File: src/rtl/i2c_fifo_pkg.sv
// Shared definitions for the i2c_fifo buffers and the APB status register.
// Default geometry matches module_i2c so both sides agree on word and pointer widths.
package i2c_fifo_pkg;

   localparam int I2C_FIFO_DWIDTH = 32;
   localparam int I2C_FIFO_AWIDTH = 4;

   // Number of entries addressed by a pointer of aw bits (wrap bit excluded).
   function automatic int fifo_depth(input int aw);
      return 1 << aw;
   endfunction

   typedef struct packed {
      logic f_full;
      logic f_empty;
      logic f_afull;
      logic err_overflow;
      logic err_underflow;
   } fifo_status_t;

endpackage

File: src/rtl/i2c_fifo_mem.sv
// Dual-port register array: synchronous write, asynchronous read.
// Contents are never reset; the FIFO masks the read port while empty.
module i2c_fifo_mem
   import i2c_fifo_pkg::*;
#(
   parameter int DWIDTH = I2C_FIFO_DWIDTH,
   parameter int AWIDTH = I2C_FIFO_AWIDTH
) (
   input  logic              i_clk,
   input  logic              i_wr_en,
   input  logic [AWIDTH-1:0] i_wr_addr,
   input  logic [DWIDTH-1:0] i_wr_data,
   input  logic [AWIDTH-1:0] i_rd_addr,
   output logic [DWIDTH-1:0] o_rd_data
);

   logic [DWIDTH-1:0] r_mem [fifo_depth(AWIDTH)];

   always_ff @(posedge i_clk) begin
      if (i_wr_en) begin
         r_mem[i_wr_addr] <= i_wr_data;
      end
   end

   assign o_rd_data = r_mem[i_rd_addr];

endmodule

File: src/rtl/i2c_fifo.sv
// First-word-fall-through FIFO between the APB register block and module_i2c.
// Flags are decoded from registered pointers only, so no request input reaches an output.
module i2c_fifo
   import i2c_fifo_pkg::*;
#(
   parameter int DWIDTH    = I2C_FIFO_DWIDTH,
   parameter int AWIDTH    = I2C_FIFO_AWIDTH,
   parameter int AFULL_LVL = 12
) (
   input  logic              PCLK,
   input  logic              PRESET,
   input  logic              flush,
   input  logic              err_clr,
   input  logic              wr_en,
   input  logic [DWIDTH-1:0] data_in,
   input  logic              rd_en,
   output logic [DWIDTH-1:0] data_out,
   output logic              f_full,
   output logic              f_empty,
   output logic              f_afull,
   output logic [AWIDTH:0]   count,
   output logic              err_overflow,
   output logic              err_underflow
);

   localparam logic [AWIDTH:0] LP_ONE   = {{AWIDTH{1'b0}}, 1'b1};
   localparam logic [AWIDTH:0] LP_AFULL = (AWIDTH+1)'(AFULL_LVL);

   logic [AWIDTH:0]   r_wr_ptr;
   logic [AWIDTH:0]   r_rd_ptr;
   logic              r_err_ovf;
   logic              r_err_udf;

   logic [AWIDTH:0]   w_count;
   logic              w_empty;
   logic              w_full;
   logic              w_push;
   logic              w_pop;
   logic              w_ovf_set;
   logic              w_udf_set;
   logic              w_mem_we;
   logic [DWIDTH-1:0] w_rd_data;
   fifo_status_t      w_status;

   // Wrap bit distinguishes full from empty when the index bits coincide.
   assign w_count = r_wr_ptr - r_rd_ptr;
   assign w_empty = (r_wr_ptr == r_rd_ptr);
   assign w_full  = (r_wr_ptr[AWIDTH] != r_rd_ptr[AWIDTH]) &&
                    (r_wr_ptr[AWIDTH-1:0] == r_rd_ptr[AWIDTH-1:0]);

   // A pop frees the slot a full-FIFO push lands in; flush swallows both requests.
   assign w_push    = wr_en && (!w_full || rd_en) && !flush;
   assign w_pop     = rd_en && !w_empty && !flush;
   assign w_ovf_set = wr_en && w_full && !rd_en && !flush;
   assign w_udf_set = rd_en && w_empty && !flush;
   assign w_mem_we  = w_push && !PRESET;

   always_ff @(posedge PCLK) begin
      if (PRESET || flush) begin
         r_wr_ptr <= '0;
         r_rd_ptr <= '0;
      end else begin
         if (w_push) begin
            r_wr_ptr <= r_wr_ptr + LP_ONE;
         end
         if (w_pop) begin
            r_rd_ptr <= r_rd_ptr + LP_ONE;
         end
      end
   end

   // Sticky errors survive flush; a new error wins over a same-cycle clear.
   always_ff @(posedge PCLK) begin
      if (PRESET) begin
         r_err_ovf <= 1'b0;
         r_err_udf <= 1'b0;
      end else begin
         if (w_ovf_set) begin
            r_err_ovf <= 1'b1;
         end else if (err_clr) begin
            r_err_ovf <= 1'b0;
         end
         if (w_udf_set) begin
            r_err_udf <= 1'b1;
         end else if (err_clr) begin
            r_err_udf <= 1'b0;
         end
      end
   end

   i2c_fifo_mem #(
      .DWIDTH (DWIDTH),
      .AWIDTH (AWIDTH)
   ) u_mem (
      .i_clk     (PCLK),
      .i_wr_en   (w_mem_we),
      .i_wr_addr (r_wr_ptr[AWIDTH-1:0]),
      .i_wr_data (data_in),
      .i_rd_addr (r_rd_ptr[AWIDTH-1:0]),
      .o_rd_data (w_rd_data)
   );

   always_comb begin
      w_status               = '0;
      w_status.f_full        = w_full;
      w_status.f_empty       = w_empty;
      w_status.f_afull       = (w_count >= LP_AFULL);
      w_status.err_overflow  = r_err_ovf;
      w_status.err_underflow = r_err_udf;
   end

   assign data_out      = w_empty ? '0 : w_rd_data;
   assign count         = w_count;
   assign f_full        = w_status.f_full;
   assign f_empty       = w_status.f_empty;
   assign f_afull       = w_status.f_afull;
   assign err_overflow  = w_status.err_overflow;
   assign err_underflow = w_status.err_underflow;

endmodule

File: config.mk
export PLATFORM = sky130hd
export DESIGN_NAME = i2c_fifo
export DESIGN_NICKNAME = d
export VERILOG_FILES = /design/src/rtl/i2c_fifo_pkg.sv /design/src/rtl/i2c_fifo_mem.sv /design/src/rtl/i2c_fifo.sv
export SDC_FILE = /design/constraint.sdc
export NUM_CORES = 1
export LEC_CHECK = 0
export CAP_MARGIN = 20
export CORE_UTILIZATION = 57
export CTS_BUF_LIST = sky130_fd_sc_hd__clkbuf_4 sky130_fd_sc_hd__clkbuf_8
export CTS_CLUSTER_DIAMETER = 80
export DETAILED_ROUTE_END_ITERATION = 12
export GPL_TIMING_DRIVEN = 0
export PLACE_DENSITY = 0.78
export SYNTH_ARGS = -nofsm -noshare
export SYNTH_HDL_FRONTEND = slang
export SYNTH_SLANG_ARGS = --single-unit
export TNS_END_PERCENT = 30
File: constraint.sdc
create_clock -name PCLK -period 3.5 [get_ports PCLK]
set_clock_uncertainty 0.2 [all_clocks]
set_input_delay 0.7 -clock PCLK [delete_from_list [all_inputs] [get_ports PCLK]]
set_output_delay 0.7 -clock PCLK [all_outputs]
set_load 0.005 [all_outputs]
; Word level (Yosys, flattened, before mapping)
; Memories as Yosys holds them, arrays and structs flattened. A register that Yosys moved wholly into a read port is not among the register bits.
; Index checks and enable logic that the tools add are counted.
[totals]
reg_bits = 12
mem_bits_rw = 512
word_cells = 40
out_inout_bits = 42
in_bits = 38
memories = 1
[memory_table]
columns = memory, words, width, rd, rd_clocked_by_memory_dff, wr, line
row1 = u_mem.r_mem, 16, 32, 1, 1, 1, i2c_fifo_mem.sv:17  ; logic [DWIDTH-1:0] r_mem [fifo_depth(AWIDTH)];
[op_classes]
order_cmp = 1
addsub = 3
n_mux = 8
eq_ne = 3
reduce_logical = 20
[ops]
columns = cell, n
row1 = $mux 32, 1
row2 = $logic_and 1x1->1, 11
row3 = $add 5x1->5 const B, 2
row4 = $mux 4, 2
row5 = $eq 5x5->1, 1
row6 = $ge 5x4->1 const B, 1
row7 = $logic_not 1->1, 5
row8 = $mux 1, 5
row9 = $sub 5x5->5, 1
row10 = $eq 4x4->1, 1
row11 = $reduce_bool 2->1, 2
row12 = $logic_or 1x1->1, 2
row13 = $ne 1x1->1, 1

; Longest topological paths before layout
[logic_depth]
depth_word = 9
depth_mapped = 8
depth_no_buf = 8

; Modules after synthesis
; A second synthesis with hierarchy kept.
[hier_totals]
hier_cells = 928
area_unflattened_um2 = 20209.4
[by_module_without_submodules]
columns = mod, instances, area_per_inst_um2, seq_area_each_um2, cells_each
row1 = i2c_fifo_mem, 1, 19213.4, 15374.7, 806
row2 = i2c_fifo, 1, 996.0, 240.2, 122

; Worst setup path after synthesis
; Ideal clock, no wire load.
[synth_path]
path_kind = flip-flop to flip-flop
from = register r_wr_ptr[0]
to = memory u_mem.r_mem[5][0] in the netlist's numbering, enable pin
setup_ns = 0.421
path_buffers = 0
arrival_time_ns = 2.867
synth_period_minus_slack_ns = 3.488
path_stages_with_launch = 7
required_time_ns = 2.879
path_slack_ns = 0.012
cell_sequence = dfxtp_1 > inv_1 > ha_1 > nand4_2 > o31ai_1 > or3_1 > nor2_1
[synth_between]
elab_chain_cells = 9
[synth_lines]
columns = item, line
row1 = from (decl), i2c_fifo.sv:29  ; logic [AWIDTH:0] r_wr_ptr;
row2 = from (signal assigned), i2c_fifo.sv:64  ; r_wr_ptr <= r_wr_ptr + LP_ONE;
row3 = $eq 4x4->1, i2c_fifo.sv:49  ; (r_wr_ptr[AWIDTH-1:0] == r_rd_ptr[AWIDTH-1:0]);
row4 = $logic_and 1x1->1, i2c_fifo.sv:48  ; assign w_full = (r_wr_ptr[AWIDTH] != r_rd_ptr[AWIDTH]) &&
row5 = $logic_not 1->1, i2c_fifo.sv:52  ; assign w_push = wr_en && (!w_full || rd_en) && !flush;
row6 = $logic_or 1x1->1, i2c_fifo.sv:52
row7 = $logic_and 1x1->1 (2 in a row), i2c_fifo.sv:52
row8 = $logic_and 1x1->1, i2c_fifo.sv:56  ; assign w_mem_we = w_push && !PRESET;
row9 = $mux 1, i2c_fifo_mem.sv:20  ; if (i_wr_en) begin
row10 = $mux 1 (implied by the code), i2c_fifo_mem.sv:21  ; r_mem[i_wr_addr] <= i_wr_data;
row11 = to (decl), i2c_fifo_mem.sv:17
; Parallel ways exist; a longest one is shown, timed or not.

==> impl_metrics.csv <==
group,metric,value,unit
die,die_width,191,µm
outcome,violations,"negative setup slack",
worst_hold_path,holdPathEnd,"r_rd_ptr[3]",
global_route,antenna_found_initial,1,
placement,portBuffers,79,
worst_setup_path,r2r_cells,9,
clocking,cts_buffers,82,
yosys,avgSynthCellArea,22.6,µm²
placement,gp_congestion,0.739,
yosys,synth_top_area_cell,"edfxtp_1",
yosys,synth_flop_cell,"edfxtp_1",
placement,hpwl,26.1,mm
yosys,synth_edf_count,512,
clocking,cts_tree,"built",
pwr,power_leakage,0.00788,µW
yosys,synth_area_leaders,"edfxtp_1, mux4_2, mux2_2",
die,die_area,36500,µm²
timing,hold_viol_final,0,
worst_setup_path,worstPathArrival,2820,ps
worst_setup_path,worstPathRequired,2600,ps
global_route,grt.busiest_layer,"met2",
worst_setup_path,worst-path-buf-inv,5,
worst_setup_path,regToRegSetupSlack,240,ps
yosys,postSynthCellCount,899,
yosys,yosysWarningCount,0,
global_route,overflow,0,
worst_hold_path,hold_path.startpoint,"r_rd_ptr[3]",
die,io_pins,80,
timing,fin_crit,3720,ps
drt,drt_pass1_iterations,5,
finish,final_cells,1642,
drt,post_drt_wl_per_cell,28.5,µm
clocking,hold_buffers,0,
timing,relSlewSlack,42.6,%
worst_setup_path,cp_common_cell,"buf_12",
yosys,yosysSeqAreaShare,77.1,%
global_route,grt_use_total,26.5,%
worst_setup_path,crit_fanout,6,
timing,rsz0062_at_grt,"true",
clocking,cts_root_buf,"clkbuf_8",
timing,max_freq,269,MHz
yosys,syn-cell-area,20400,µm²
finish,drive_above_1_share,38.2,%
timing,timing.final.max_slew_violations,0,
worst_setup_path,critPathKind,"reg -> out",
global_route,use_met2,43.9,%
worst_hold_path,holdCritPathClass,"reg -> reg",
clocking,clockBufferDepth,3,
clocking,clk_latency,600,ps
yosys,synth_most_common_cell,"edfxtp_1",
die,core,34800,µm²
yosys,ys_types,39,
worst_setup_path,cp_slowest_cell,"mux4_2",
finish,antennaDiodeCount,0,
worst_setup_path,r2r-end,"u_mem.r_mem[4][12]",
clocking,htreeDepth,3,
drt,drt_iter0_markers,1213,
yosys,ys_seq_elements,528,
die,die_h,191,µm
worst_hold_path,holdPathStages,2,
timing,tns,-2320,ps
timing,tightest_slew,859,ps
drt,vias,10400,
global_route,met1_usage,35.7,%
pwr,peakVddDrop,0.000367,V
drt,wl,46.8,mm
global_route,use_met3,5.05,%
yosys,netlist.area_leader.share,75.5,%
global_route,grt_pass1_vias,10900,
pwr,p_per_area,494,nW/µm²
timing,setup_viol_count_final,26,
timing,setup_slack,-224,ps
yosys,synth_fp_nets,947,
clocking,path_clk_slew,70,ps
worst_setup_path,cp-end-kind,"output pin",
drt,drc,0,
worst_setup_path,cp_cell_sequence,"buf_12 -> buf_12 -> buf_8 -> buf_6 -> mux4_2 -> mux2_4 -> a221o_1 -> buf_2",
worst_setup_path,slowest_delay,500,ps
global_route,grt_max_degree,26,
finish,areaGrowthSynthToFinish,21.4,%
die,initial_core_util,58.5,%
placement,place_inst,1449,
drt,viasPerCell,6.35,
yosys,synthArstFlopShare,0,%
yosys,synthTopCellsByCount,"edfxtp_1, mux4_2, nor2b_1",
worst_setup_path,crit_path_start_kind,"flop",
timing,post-route-period-util,106,%
finish,finalNetCount,1173,
run,cap_violations,0,
global_route,grt_pass1_wl,68.1,mm
outcome,status,"finished with violations",
placement,pre_cts_ws,-800,ps
worst_setup_path,r2r_start,"r_rd_ptr[2]",
drt,postRouteAntennaNets,0,
worst_setup_path,crit_family,"multiplexers",
die,core.rowCount,68,
clocking,cts.sinks,528,
## where the power goes
group | switching, µW | total, µW | internal (µW)
Clock | 2370 | 5000 | 2630
Combinational | 152 | 257 | 106
Sequential | 5.60 | 6950 | 6940
Total | 2520 | 12200 | 9680
## worst max-delay path by stage
stage                     cells past startpoint        start                  to
after global placement                        5        wr_en  u_mem.r_mem[0][14]
after global routing                          8         flop         data_out[2]
after CTS                                     8         flop        data_out[13]
final                                         8         flop         data_out[2]
after floorplan                               6  r_wr_ptr[0]   u_mem.r_mem[5][0]
after detailed placement                      8  r_wr_ptr[0]         data_out[2]
## routing by layer
layer	wire, µm	up-vias	share of wire (%)
li1	-	4266	-
met1	17800	5429	38
met2	23600	616	51
met3	4060	106	8.7
met4	1320	2	2.8
met5	11	-	0.024
## flip-flops by register name (all words and copies together) (netlist names), named ones only
signal         flops
err_overflow       1
err_underflow      1
r_rd_ptr           5
r_wr_ptr           5
u_mem.r_mem      512
## cells by family after synthesis
logic type	Yosys count	share of synthesized area, %
AND/OR/NAND/NOR	88	2.36
AO/OA/AOI/OAI	54	2.26
flip-flops	528	77.1
buffers and inverters	50	1.26
multiplexers	161	16.0
adder cells (fa/ha/maj)	10	0.652
XOR/XNOR	8	0.344
## worst min-delay path, cell delays in order (launching register included)
cell and delay (ps):
dfxtp_2 340, o21ai_0 70, a21oi_1 80
## placed cells by master, fill, tap and decap left out, types with 5 or more instances in the layout
master           netlist  final
ha_1                   9      5
clkinv_2               0     13
buf_12                 0     27
edfxtp_1             512    512
clkbuf_8               0    104
dfxtp_2                0      5
nand3_1                5      5
clkdlybuf4s50_1        0     45
buf_2                 10     15
clkbuf_4               0     18
dfxtp_1               16      7
mux4_2               126    127
clkbuf_2               0      9
dlygate4sd2_1          0      6
a21oi_1                7      6
buf_4                  1     33
nor2_1                28     10
inv_1                  8      5
or3_1                  6      6
nor2b_1               37     37
buf_6                  7     13
a221o_1               32     32
nor2_4                 0     18
mux2_2                32     15
clkinv_1               0     21
mux2_4                 0     17
## metrics by stage
step | utilization [%] | area (µm²) | hold WS (ps) | total power, µW
after floorplan | - | 20400 | 281 | 7150
after global placement | 62.4 | 21700 | 308 | 7310
after detailed placement | 63.7 | 22200 | 319 | 7330
after CTS | 70.9 | 24700 | 321 | 12200
after global routing | 71.0 | 24700 | 369 | 12600
final | 71.0 | 24700 | 332 | 12200
## repair_timing
action,CTS,global route
gates cloned,4,1
pin swaps,17,14
buffers inserted,32,16
resized for setup,232,43
setup endpoints to repair,36,34
## cell type report
type,instances,area [µm²]
Fill cell,1912,10100
Timing Repair Buffer,145,1580
Multi-Input combinational cell,321,4680
Buffer,39,548
Inverter,8,32.5
Clock inverter,43,260
Tap cell,455,569
Sequential cell,528,15700
Clock buffer,103,1320
Power figures use the tool's default switching activity.
